<file path="src/rtl/clock_display_scan.sv">
// clock_display_scan
//   Drives a 6-digit common-anode multiplexed seven-segment display (HH MM SS) from the
//   clock core's binary time bus. The time is snapshotted once per scan frame, each field
//   is split into BCD by compare/subtract, and one digit is enabled per refresh period.
//   fmt12 selects 12-hour presentation, with PM shown on the seconds-ones decimal point.
//
// Optional feature macro: CLOCK_DISPLAY_COLON_BLINK_EN
//   Defined   : dp at the minutes-ones and hours-ones digits blinks with the seconds.
//   Undefined : those dp outputs stay dark and no blink logic is built.
//
// Ports:
//   clk      in   system clock
//   reset    in   asynchronous active-low reset
//   seconds  in   [5:0] binary seconds, 0-59 valid
//   minutes  in   [5:0] binary minutes, 0-59 valid
//   hours    in   [4:0] binary hours, 0-23 valid
//   fmt12    in   1 = 12-hour display, 0 = 24-hour display
//   an       out  [5:0] digit enables, active-low
//   seg      out  [6:0] segments {g,f,e,d,c,b,a}, active-low
//   dp       out  decimal point, active-low
module clock_display_scan #(
    parameter int unsigned REFRESH_DIV = 1000
) (
    input  logic       clk,
    input  logic       reset,
    input  logic [5:0] seconds,
    input  logic [5:0] minutes,
    input  logic [4:0] hours,
    input  logic       fmt12,
    output logic [5:0] an,
    output logic [6:0] seg,
    output logic       dp
);

    localparam int unsigned CW = (REFRESH_DIV > 1) ? $clog2(REFRESH_DIV) : 1;
    localparam logic [CW-1:0] CNT_MAX = CW'(REFRESH_DIV - 1);
    localparam logic [6:0] SEG_DASH = 7'b0111111;

    logic [CW-1:0] cnt_q, cnt_d;
    logic [2:0]    idx_q, idx_d;
    logic          tick;

    logic [5:0] sec_q, min_q;
    logic [4:0] hr_q;
    logic       fmt_q;

    logic [5:0] an_d;
    logic [6:0] seg_d;
    logic       dp_d;

    // Repeated subtraction of ten; inputs never exceed 63 so six passes suffice.
    function automatic logic [7:0] to_bcd(input logic [5:0] v);
        logic [5:0] r;
        logic [3:0] t;
        r = v;
        t = 4'd0;
        for (int i = 0; i < 6; i++) begin
            if (r >= 6'd10) begin
                r = r - 6'd10;
                t = t + 4'd1;
            end
        end
        return {t, r[3:0]};
    endfunction

    function automatic logic [6:0] seg_code(input logic [3:0] d, input logic dash);
        logic [6:0] c;
        case (d)
            4'd0:    c = 7'b1000000;
            4'd1:    c = 7'b1111001;
            4'd2:    c = 7'b0100100;
            4'd3:    c = 7'b0110000;
            4'd4:    c = 7'b0011001;
            4'd5:    c = 7'b0010010;
            4'd6:    c = 7'b0000010;
            4'd7:    c = 7'b1111000;
            4'd8:    c = 7'b0000000;
            4'd9:    c = 7'b0010000;
            default: c = SEG_DASH;
        endcase
        return dash ? SEG_DASH : c;
    endfunction

    // Refresh counter and digit index
    always_comb begin
        tick  = (cnt_q == CNT_MAX);
        cnt_d = tick ? '0 : cnt_q + 1'b1;
        idx_d = idx_q;
        if (tick) begin
            idx_d = (idx_q == 3'd5) ? 3'd0 : idx_q + 3'd1;
        end
    end

    always_ff @(posedge clk or negedge reset) begin
        if (!reset) begin
            cnt_q <= '0;
            idx_q <= 3'd0;
        end else begin
            cnt_q <= cnt_d;
            idx_q <= idx_d;
        end
    end

    // Snapshot taken on the edge where the index wraps 5 -> 0, so a frame is coherent.
    always_ff @(posedge clk or negedge reset) begin
        if (!reset) begin
            sec_q <= 6'd0;
            min_q <= 6'd0;
            hr_q  <= 5'd0;
            fmt_q <= 1'b0;
        end else if (tick && idx_q == 3'd5) begin
            sec_q <= seconds;
            min_q <= minutes;
            hr_q  <= hours;
            fmt_q <= fmt12;
        end
    end

    // Digit decode from current index and snapshot
    logic       sec_bad, min_bad, hr_bad, pm, colon_dp, bad;
    logic [4:0] hr_disp;
    logic [7:0] sec_bcd, min_bcd, hr_bcd;
    logic [3:0] digit;

    always_comb begin
        sec_bad = (sec_q > 6'd59);
        min_bad = (min_q > 6'd59);
        hr_bad  = (hr_q > 5'd23);
        pm      = !hr_bad && (hr_q >= 5'd12);

        hr_disp = hr_q;
        if (fmt_q && !hr_bad) begin
            if (hr_q == 5'd0) begin
                hr_disp = 5'd12;
            end else if (hr_q > 5'd12) begin
                hr_disp = hr_q - 5'd12;
            end
        end

        sec_bcd = to_bcd(sec_q);
        min_bcd = to_bcd(min_q);
        hr_bcd  = to_bcd({1'b0, hr_disp});

`ifdef CLOCK_DISPLAY_COLON_BLINK_EN
        colon_dp = sec_bad || sec_q[0];
`else
        colon_dp = 1'b1;
`endif

        an_d  = 6'b111111;
        digit = 4'd0;
        bad   = 1'b1;
        dp_d  = 1'b1;
        case (idx_q)
            3'd0: begin digit = sec_bcd[3:0]; bad = sec_bad; dp_d = !(fmt_q && pm); end
            3'd1: begin digit = sec_bcd[7:4]; bad = sec_bad; end
            3'd2: begin digit = min_bcd[3:0]; bad = min_bad; dp_d = colon_dp; end
            3'd3: begin digit = min_bcd[7:4]; bad = min_bad; end
            3'd4: begin digit = hr_bcd[3:0];  bad = hr_bad;  dp_d = colon_dp; end
            3'd5: begin digit = hr_bcd[7:4];  bad = hr_bad;  end
            default: ;
        endcase
        if (idx_q <= 3'd5) begin
            an_d = ~(6'b000001 << idx_q);
        end
        seg_d = (idx_q <= 3'd5) ? seg_code(digit, bad) : 7'b1111111;
    end

    always_ff @(posedge clk or negedge reset) begin
        if (!reset) begin
            an  <= 6'b111111;
            seg <= 7'b1111111;
            dp  <= 1'b1;
        end else begin
            an  <= an_d;
            seg <= seg_d;
            dp  <= dp_d;
        end
    end

endmodule

</file>
<file path="config.mk">
export PLATFORM = sky130hd
export DESIGN_NAME = clock_display_scan
export DESIGN_NICKNAME = d
export VERILOG_FILES = /design/src/rtl/clock_display_scan.sv
export SDC_FILE = /design/constraint.sdc
export NUM_CORES = 1
export LEC_CHECK = 0
export ABC_AREA = 1
export CORE_MARGIN = 4
export CORE_UTILIZATION = 40
export CTS_CLUSTER_SIZE = 30
export DETAILED_ROUTE_END_ITERATION = 16
export PLACE_DENSITY = 0.68
export SLEW_MARGIN = 20
export SYNTH_ARGS = -nofsm -noshare
export SYNTH_HDL_FRONTEND = slang
export SYNTH_SLANG_ARGS = --single-unit
</file>
<file path="constraint.sdc">
create_clock -name clk -period 10.85 [get_ports clk]
set_input_delay 1.6275 -clock clk [delete_from_list [all_inputs] [get_ports clk]]
set_output_delay 1.6275 -clock clk [all_outputs]
set_load 0.01 [all_outputs]
</file>
### Yosys cells after proc, flatten, opt, wreduce, memory -nomap -nowiden

Memory sizes are Yosys's and may differ from the RTL's.
Index checks and enable logic that the tools add are counted.

* register bits: 45
* ROM bits: 112
* output and inout port bits: 14
* word-level logic and storage cells: 136
* memories: 1

* add/subtract/negate cells: 36
* $lt $le $gt $ge: 24
* equality and inequality tests: 6
* shifts and indexed selects: 1
* mux-type cells: 47
* bitwise gates (word level): 1
* reduce and logical (&&, ||, !) cells: 11

Memories
* (name not given): words 16, width 7, rd ports 1, clocked after Yosys merged registers in 0, write ports 0, RTL line 68 `case (d)`

Operators with widths (number)
* $ge 6x4->1 const B: 17
* $mux 6: 16
* $sub 6x4->6 const B: 14
* $mux 4: 18
* $add 4x1->4 const B: 15
* $pmux 4 s6: 1
* $mux 5: 3
* $mux 7: 2
* $gt 6x6->1 const B: 2
* $sub 4x4->4 const B: 3
* $add 10x1->10 const B: 1
* $eq 10x10->1 const B: 1
* $ge 5x4->1 const B: 2
* $mux 10: 1
* $eq 3x2->1 const B: 2
* $eq 3x3->1 const B: 2
* $not 6->6: 1
* $reduce_or 2->1: 3
* $shl 1x3->6 const A: 1
* $sub 5x4->6 const B: 1
* $gt 5x4->1 const B: 1
* $gt 5x5->1 const B: 1
* $logic_not 5->1: 1
* $sub 5x4->5 const B: 1
* other kinds (9): 16

### Depth between registers and ports, before layout

Gate-level depths: netlist of the first run.
An unclocked memory read counts as a cell.

* depth after elaboration: 20
* gate-level depth with buffers: 54

### Worst setup path after synthesis of the first run

Ideal clock, no wire load.

* kind: register to register
* from: reg min_q[1]
* to: reg seg[3]
* setup time: 83 ps
* arrival time: 5508 ps
* data required time: 10767 ps
* slack: 5258 ps
* cell stages (with the launch flop): 51
* buffers on the path: 0
* period minus slack after synthesis: 5592 ps
* cells stage by stage: dfrtp_1 ha_1 nand3_1 nand2_2 o21ai_0 nand2_2 inv_1 ha_1 inv_1 nor2_1 nand3_1 nand3_4 nand2_1 nand2_2 inv_1 ha_1 inv_1 nor2_1 (+15 left out) nor2_1 nand3_1 nand2_1 inv_2 nand3_4 xnor2_1 inv_1 ha_1 inv_1 nand2_1 nand3_1 nand3b_2 nor2_4 inv_1 ha_1 o21bai_1 nand3_1 nand3_1

* word-level cells in the longest chain between the ends: 16
* elaborated cells between the ends (all ways): 35

Ends and longest elaborated chain
* from (decl): RTL line 43 `logic [5:0] sec_q, min_q;`
* from (signal assigned): RTL line 113 `min_q <= minutes;`
* $sub 6x4->6 or $ge 6x4->1 (tied branches): RTL line 59, 58
* $mux 6 or $mux 1 (tied branches): RTL line 58 `if (r >= 6'd10) begin`
* $sub 6x4->6 (tied with other cells): RTL line 59 `r = r - 6'd10;`
* $mux 6 or $mux 4 (tied branches): RTL line 58
* $sub 6x4->6 (tied with other cells): RTL line 59
* $mux 6 or $mux 4 (tied branches): RTL line 58
* $sub 6x4->6 (tied with other cells): RTL line 59
* $mux 6 or $mux 4 (tied branches): RTL line 58
* $sub 6x4->6 (tied with other cells): RTL line 59
* $mux 6 or $mux 4 (tied branches): RTL line 58
* $ge 6x4->1 (tied with other cells): RTL line 58
* $mux 4: RTL line 58
* $pmux 4 s6: RTL line 154 `case (idx_q)`
* $mem_v2 16x7
* $mux 7 (*): RTL line 81 `return dash ? SEG_DASH : c;`
* $mux 7 (*): RTL line 166 `seg_d = (idx_q <= 3'd5) ? seg_code(digit, bad) : 7'b1111111;`
* via seg_d[3]: RTL line 48 `logic [6:0] seg_d;`
* to (signal assigned): RTL line 176 `seg <= seg_d;`
* to (decl): RTL line 31 `output logic [6:0] seg,`

Mark *: on every way through the listed nets, which the timed path passes. The rest lies on a longest branch.
A chain may end at the register's enable or synchronous reset.

### Worst setup path in the final report of the first run

* from: reg min_q[2]
* to: reg seg[3]

Same word-level chain as after synthesis.

==> results of run 1 <==
-- worst max path at each step --
stage                     slack, ps      from  depth (start not counted)     end
after global routing           3980  min_q[2]                         51  seg[3]
after floorplan                5260  min_q[1]                         50  seg[3]
after detailed placement       4630  min_q[2]                         51  seg[3]
after CTS                      4590  min_q[2]                         51  seg[3]
final                          4670  min_q[2]                         51  seg[3]
after global placement         4710  min_q[1]                         50  seg[3]
-- metrics by stage --
stage                     setup WS, ps  utilization, %  power [mW]  area (um2)  cells
final                             4670            46.4        2.03        5900    970
after global routing              3980            46.4        2.32        5900    970
after CTS                         4590            46.4        2.04        5900    970
after detailed placement          4630            45.3        1.89        5760    962
after global placement            4710            45.3        1.88        5760    962
after floorplan                   5260               -        1.61        5230    759
-- report_power, final --
| group | leakage [nW] | switching [mW] | internal, mW |
|---|---|---|---|
| Sequential | 0.524 | 0.00744 | 0.211 |
| Clock | 0.0641 | 0.0603 | 0.0855 |
| Combinational | 2.52 | 1.06 | 0.609 |
| Total | 3.11 | 1.13 | 0.905 |
-- logic make-up (layout without fill, tap and decap cells) --
family | count (synthesis) | after routing | share of synthesized area [%]
xor+xnor | 19 | 19 | 3.18
mux | 18 | 18 | 3.88
buf+inv | 134 | 173 | 9.62
flops | 45 | 45 | 21.9
fa+ha+maj | 44 | 44 | 10.5
compound gates | 47 | 47 | 5.24
simple gates | 452 | 452 | 45.7
-- cell usage in the layout, fill, tap and decap left out, types with 4 or more instances in the layout --
cell             synthesis  final
inv_1                  107    107
clkbuf_16                0      5
dfstp_2                 14     14
nor3_1                   8      8
nand3b_1                 4      4
xnor2_1                  8      8
a21oi_1                 14     14
o21ai_0                 13     13
inv_2                   24     24
or2_1                    5      5
nand3_4                 10     10
nand3_2                  5      5
dfrtp_1                 31     31
nand3_1                 86     86
nand2_1                187    187
nand2_4                 11     11
xor2_1                  11     11
nor2_4                   5      5
clkdlybuf4s50_1          0     32
nand4_1                 24     24
nor2_2                   6      6
nor2_1                  45     45
o21ai_1                  7      7
nand2_2                 49     49
ha_1                    44     44
o21bai_1                 4      4
mux2_2                  18     18
-- layout make-up --
| cell class | instances | area (um2) |
|---|---|---|
| clock buffers | 7 | 133 |
| clock inverters | 1 | 7.51 |
| fillers | 1363 | 6820 |
| inverters | 132 | 495 |
| multi-input cells | 580 | 3580 |
| flip-flops and latches | 45 | 1140 |
| well taps | 172 | 215 |
| repair buffers | 33 | 325 |
-- state kept, by name (all words and copies together) (netlist names) --
| name | count |
|---|---|
| an | 6 |
| cnt_q | 10 |
| dp | 1 |
| fmt_q | 1 |
| hr_q | 5 |
| idx_q | 3 |
| min_q | 6 |
| sec_q | 6 |
| seg | 7 |
-- critical path: cells and delay by family (launching register included) --
family / cells / cell delay (ps)
adder cells (fa/ha/maj): 7 / 1380
flip-flops: 1 / 370
AO/OA/AOI/OAI: 2 / 380
XOR/XNOR: 1 / 210
AND/OR/NAND/NOR: 28 / 2820
buffers and inverters: 13 / 900
-- per-layer routing --
layer | part of all wire (%) | routed length, um
met5 | 0 | 0
met4 | 0.68 | 71
met3 | 2.0 | 210
met2 | 46 | 4830
met1 | 51 | 5300
==> metrics.md, run 1 <==
| Metric | Value |
|---|---|
| Outcome | `completed` |
| TNS Setup | `0 ps` |
| Vias in the first global route | `4314` |
| Antenna Nets Post-Route | `0` |
| Avg Cell Area, Syn | `6.89 um2` |
| Crit Path Class | `reg -> reg` |
| Vias | `4561` |
| Unique masters post-synth | `41` |
| Via-to-Cell Ratio | `roughly 4.7` |
| Share of flip-flops with an asynchronous set or reset | `100%` |
| Ys Warns | `0` |
| DRC | `0` |
| Sequential area share after synthesis | `21.9%` |
| WP data arrival | `between 6000 and 7000 ps` |
| Worst r2r src | `min_q[2]` |
| Global Route met2 Usage | `~25%` |
| Least-Margin Pin Slew | `971 ps` |
| Count leader, synth | `nand2_1` |
| Leak pwr | `3.11 nW` |
| Pin count of the biggest net entering global routing | `46` |
| Final Cycle Share | `between 50% and 60%` |
| DP HPWL | `~8600 um` |
| CTS resizes | `0` |
| Top post-synthesis cells by area | `dfrtp_1, nand2_1, ha_1` |
| Synth top area share | `14.8%` |
| CP Data Required Time | `11060 ps` |
| Path depth of the worst reg2reg path | `51` |
| Post-CTS setup buffers | `0` |
| Final GP Congestion | `0.837` |
| N_diodes | `0` |
| Layout cells sized above 1 | `19.8%` |
| CP Launch Type | `register` |
| Core footprint | `12700 um2` |
| CP max stage delay | `370 ps` |
| Cell repeated most along the worst path | `inv_1` |
| Final WL | `between 10000 and 15000 um` |
| Starting Density | `41.1%` |
| Average wire per standard cell | `10.7 um` |
| Max-cap violations | `0` |
| Initial antenna violation count | `0` |
| Mapped cell area | `around 5200 um2` |
| Detailed Routing Iterations Pass 1 | `6` |
| Chip Height | `122 um` |
| Final Slew Violations | `0` |
| Area grow syn2layout | `12.9%` |
| Reg2Reg Setup Slack | `4670 ps` |
| WHS Endpoint | `cnt_q[0]` |
| Clk buf depth | `2` |
| CTS Root Buffer Type | `clkbuf_16` |
| Finish-stage setup viols | `0` |
| Worst hold path class | `reg -> reg` |
| PD cells | `approximately 340 nW/um2` |
| Top_reg_cell synth | `dfrtp_1` |
| Grt met1 use | `20.8%` |
| Clock-pin slew on the worst setup and hold paths | `60 ps` |
| Met3 Use GR | `1.94%` |
| CTS sink cnt | `45` |
| Die W | `122 um` |
| Slew margin rel. | `35.3%` |
| VDD IR-drop max | `0.209 mV` |
| Top Usage Layer GRT | `met2` |
| Slowest cell on the critical path | `dfrtp_1` |
| Core Rows | `between 40 and 50` |
| Cell depth of the worst hold path | `1` |
| Nets@finish | `861` |
| TritonCTS Buffers | `5` |
| Yosys reg bits | `45` |
| I/O pin count | `34` |
| Fin. Hold Viols | `0` |
| Clock skew | `about 3.7 ps` |
| IO buf count | `33` |
| Synth Net Count | `823` |
| DRT iter0 DRCs | `between 200 and 300` |
| Mapped Cells | `759` |
| Post-synth top cells | `nand2_1, inv_1, nand3_1, nand2_2, nor2_1` |
| TritonCTS clock tree | `built` |
| Critical hold path startpoint | `cnt_q[0]` |
| Total gr overflow | `0` |
| RSZ-0062 raised after global routing | `false` |
| Worst-skew pair later-pin latency | `roughly 280 ps` |
| Number of synthesized flops with an enable pin | `0` |
| Max FO, Critical Path | `9` |
| CP Capture Type | `register` |
| CTS H-Tree Depth | `2` |
| Min cycle time layout | `6180 ps` |
| Gr usage total | `roughly 15%` |
| # hold bufs at CTS | `0` |
| Reg2reg end | `seg[3]` |
| Final hold slack | `458 ps` |
| Fmax | `0.162 GHz` |
| First-pass GRT wire length | `19000 um` |
| Die ar. | `15000 um2` |
| Synth area leader | `dfrtp_1` |
No activity file was read; power rests on OpenSTA's default activity.
==> inputs of run 2 (changes only) <==
--- a/config.mk
+++ b/config.mk
@@ -10,7 +10,7 @@
 export CORE_UTILIZATION = 40
 export CTS_CLUSTER_SIZE = 30
 export DETAILED_ROUTE_END_ITERATION = 16
-export PLACE_DENSITY = 0.68
+export PLACE_DENSITY = 0.7
 export SLEW_MARGIN = 20
 export SYNTH_ARGS = -nofsm -noshare
 export SYNTH_HDL_FRONTEND = slang
==> constraint.sdc (replaced) <==
create_clock -name clk -period 5.02 [get_ports clk]
set_input_delay 0.753 -clock clk [delete_from_list [all_inputs] [get_ports clk]]
set_output_delay 0.753 -clock clk [all_outputs]
set_load 0.01 [all_outputs]
==> run 2 against run 1 <==
Net effect: the flow now finishes with violations (setup timing); non-clock buffer count up 125; via count grew 15%; worst hold slack improved by 13 ps; first-iteration DRC count down 37%; die area stayed put; design area up 26%; setup slack worse by 4800 ps; critical path type unchanged; highest routed layer unchanged.
==> metrics.md, run 2 (synthesis results as in run 1) <==
| Metric | Value |
|---|---|
| CTS sink cnt | `45 (unchanged)` |
| Max-cap violations | `0 (unchanged)` |
| Worst r2r src | `min_q[2]` |
| Max FO, Critical Path | `7 (-2)` |
| I/O pin count | `34 (unchanged)` |
| Commonest non-fill, non-tap cell in the layout | `nand2_1` |
| Final GP Congestion | `0.883 (+5.5%)` |
| Dpl cell area | `6670 um2 (+16%)` |
| CTS H-Tree Depth | `2 (unchanged)` |
| Worst-skew pair later-pin latency | `280 ps (about the same)` |
| Clk buf depth | `2 (unchanged)` |
| Final instance area | `7450 um2 (+26%)` |
| Biggest regs | `cnt_q: 10 flops, seg: 7 flops` |
| First-pass GRT wire length | `21400 um (+13%)` |
| CP Launch Type | `register` |
| Clock-pin slew on the worst setup and hold paths | `60 ps (about the same)` |
| IO buf count | `33 (unchanged)` |
| Min cycle time layout | `5150 ps (-1030 ps)` |
| Average wire per standard cell | `11.5 um (+7.3%)` |
| Fmax | `0.194 GHz (+20%)` |
| Pin count of the biggest net entering global routing | `46 (unchanged)` |
| Gr usage total | `16.9% (+2.0 points)` |
| Via-to-Cell Ratio | `4.80 (+2.1%)` |
| Slowest cell on the critical path | `dfrtp_1` |
| Reg2reg end | `seg[3]` |
| Detailed Routing Iterations Pass 1 | `5 (-1)` |
| WP data arrival | `5380 ps (-1010 ps)` |
| Core Rows | `41 (unchanged)` |
| Outcome | `complete, but fails checks` |
| Cell repeated most along the worst path | `inv_2` |
| Failing checks | `setup timing` |
| Antenna Nets Post-Route | `0 (unchanged)` |
| Worst hold path class | `in -> async` |
| Met3 Use GR | `1.75% (-0.18 points)` |
| Fill count | `1162 (-15%)` |
| Final Cycle Share | `103% (+46 points)` |
| Clock skew | `7.06 ps (+3.37 ps)` |
| Crit Path Class | `reg -> reg` |
| Die ar. | `15000 um2 (unchanged)` |
| Biggest register | `cnt_q` |
| Worst Path Buf+Inv | `12 (-1)` |
| CP Capture Type | `register` |
| Die W | `122 um (unchanged)` |
| Final Slew Violations | `0 (unchanged)` |
| Area of the multi-input gates | `4160 um2 (+16%)` |
| Reg2Reg Setup Slack | `-130 ps (-4800 ps)` |
| Initial antenna violation count | `0 (unchanged)` |
| Layout cells sized above 1 | `42.7% (+23 points)` |
| N_diodes | `0 (unchanged)` |
| DP HPWL | `9610 um (+12%)` |
| Global Route met2 Usage | `31.7% (+6.4 points)` |
| Critical path's top delay family | `simple AND/OR/NAND/NOR gates` |
| Least-Margin Pin Slew | `882 ps (-89.0 ps)` |
| Total gr overflow | `0 (unchanged)` |
| CP Data Required Time | `5250 ps (-5810 ps)` |
| TritonCTS Buffers | `5 (unchanged)` |
| DRT iter0 DRCs | `166 (-37%)` |
| CP max stage delay | `390 ps (+20 ps)` |
| Path depth of the worst reg2reg path | `51 (unchanged)` |
| Register Area | `1150 um2 (+0.33%)` |
| Finish-stage setup viols | `7 (+7)` |
| Vias in the first global route | `4977 (+15%)` |
| Most frequent cells in the layout | `nand2_1, buf_4, inv_1, nand2_2, nand3_1` |
| Slew margin rel. | `40.8% (+5.5 points)` |
| Chip Height | `122 um (unchanged)` |
| TritonCTS clock tree | `built` |
| Setup ws final | `-130 ps (-4800 ps)` |
| Fin. Hold Viols | `0 (unchanged)` |
| Final WL | `12600 um (+21%)` |
| RSZ-0062 raised after global routing | `true` |
| Core footprint | `12700 um2 (unchanged)` |
| Top Usage Layer GRT | `met2` |
| Grt met1 use | `20.8% (-0.022 points)` |
| Nets@finish | `986 (+15%)` |
| CTS Root Buffer Type | `clkbuf_16` |
| Starting Density | `41.1% (unchanged)` |
| Number of flip-flops in the largest register | `10 (unchanged)` |
| Area grow syn2layout | `42.5%` |
| Vias | `5259 (+15%)` |
| DRC | `0 (unchanged)` |
run 2: changes by cell type in the layout (fill, tap and decap cells not counted), sizes merged:
cell,previous run,this run
buf,1,126
run 2: cell type report:
type,instances,area share (%)
clock inverter,1,0.101
inverter,132,6.65
multi-input combinational,580,55.8
clock buffer,7,1.78
tap,172,2.89
sequential,45,15.4
timing repair buffer,158,17.4
run 2: what timing repair did:
item,in CTS,in global routing
resized for setup,32,76
buffers inserted,17,12
hold buffers,0,0
endpoints found under the setup margin,7,7
pin swaps,35,55
run 2: routing by layer:
layer  up-vias  routed length (um)
met1      2411                5590
met2        75                6530
met5         -                   0
met4         0                 138
li1       2761                   -
met3        12                 353
run 2: how the worst max path moves through the flow:
stage	start	slack, ps	cells past startpoint	to
3_3_place_gp	min_q[1]	-70	47	seg[3]
5_1_grt	sec_q[2]	-500	44	seg[3]
6_report	min_q[2]	-130	51	seg[3]
2_1_floorplan	min_q[1]	-200	50	seg[3]
4_1_cts	min_q[1]	-90	50	seg[3]
3_5_place_dp	min_q[1]	-250	48	seg[3]
run 2: through the flow:
stage                     setup WS [ps]  setup TNS (ps)  hold slack [ps]  utilization [%]  cells
after global placement            -66.4            -171              452             52.4   1060
after CTS                         -89.7            -288              475             55.6   1084
after detailed placement           -248           -1170              467             52.4   1060
after floorplan                    -197            -768              433                -    759
after global routing               -505           -3190              503             58.5   1095
final                              -130            -473              470             58.5   1095
Power of run 2 is left out: the tool's default activity adds up to more than one toggle a clock period on the data nets, which glitch-free logic cannot reach.
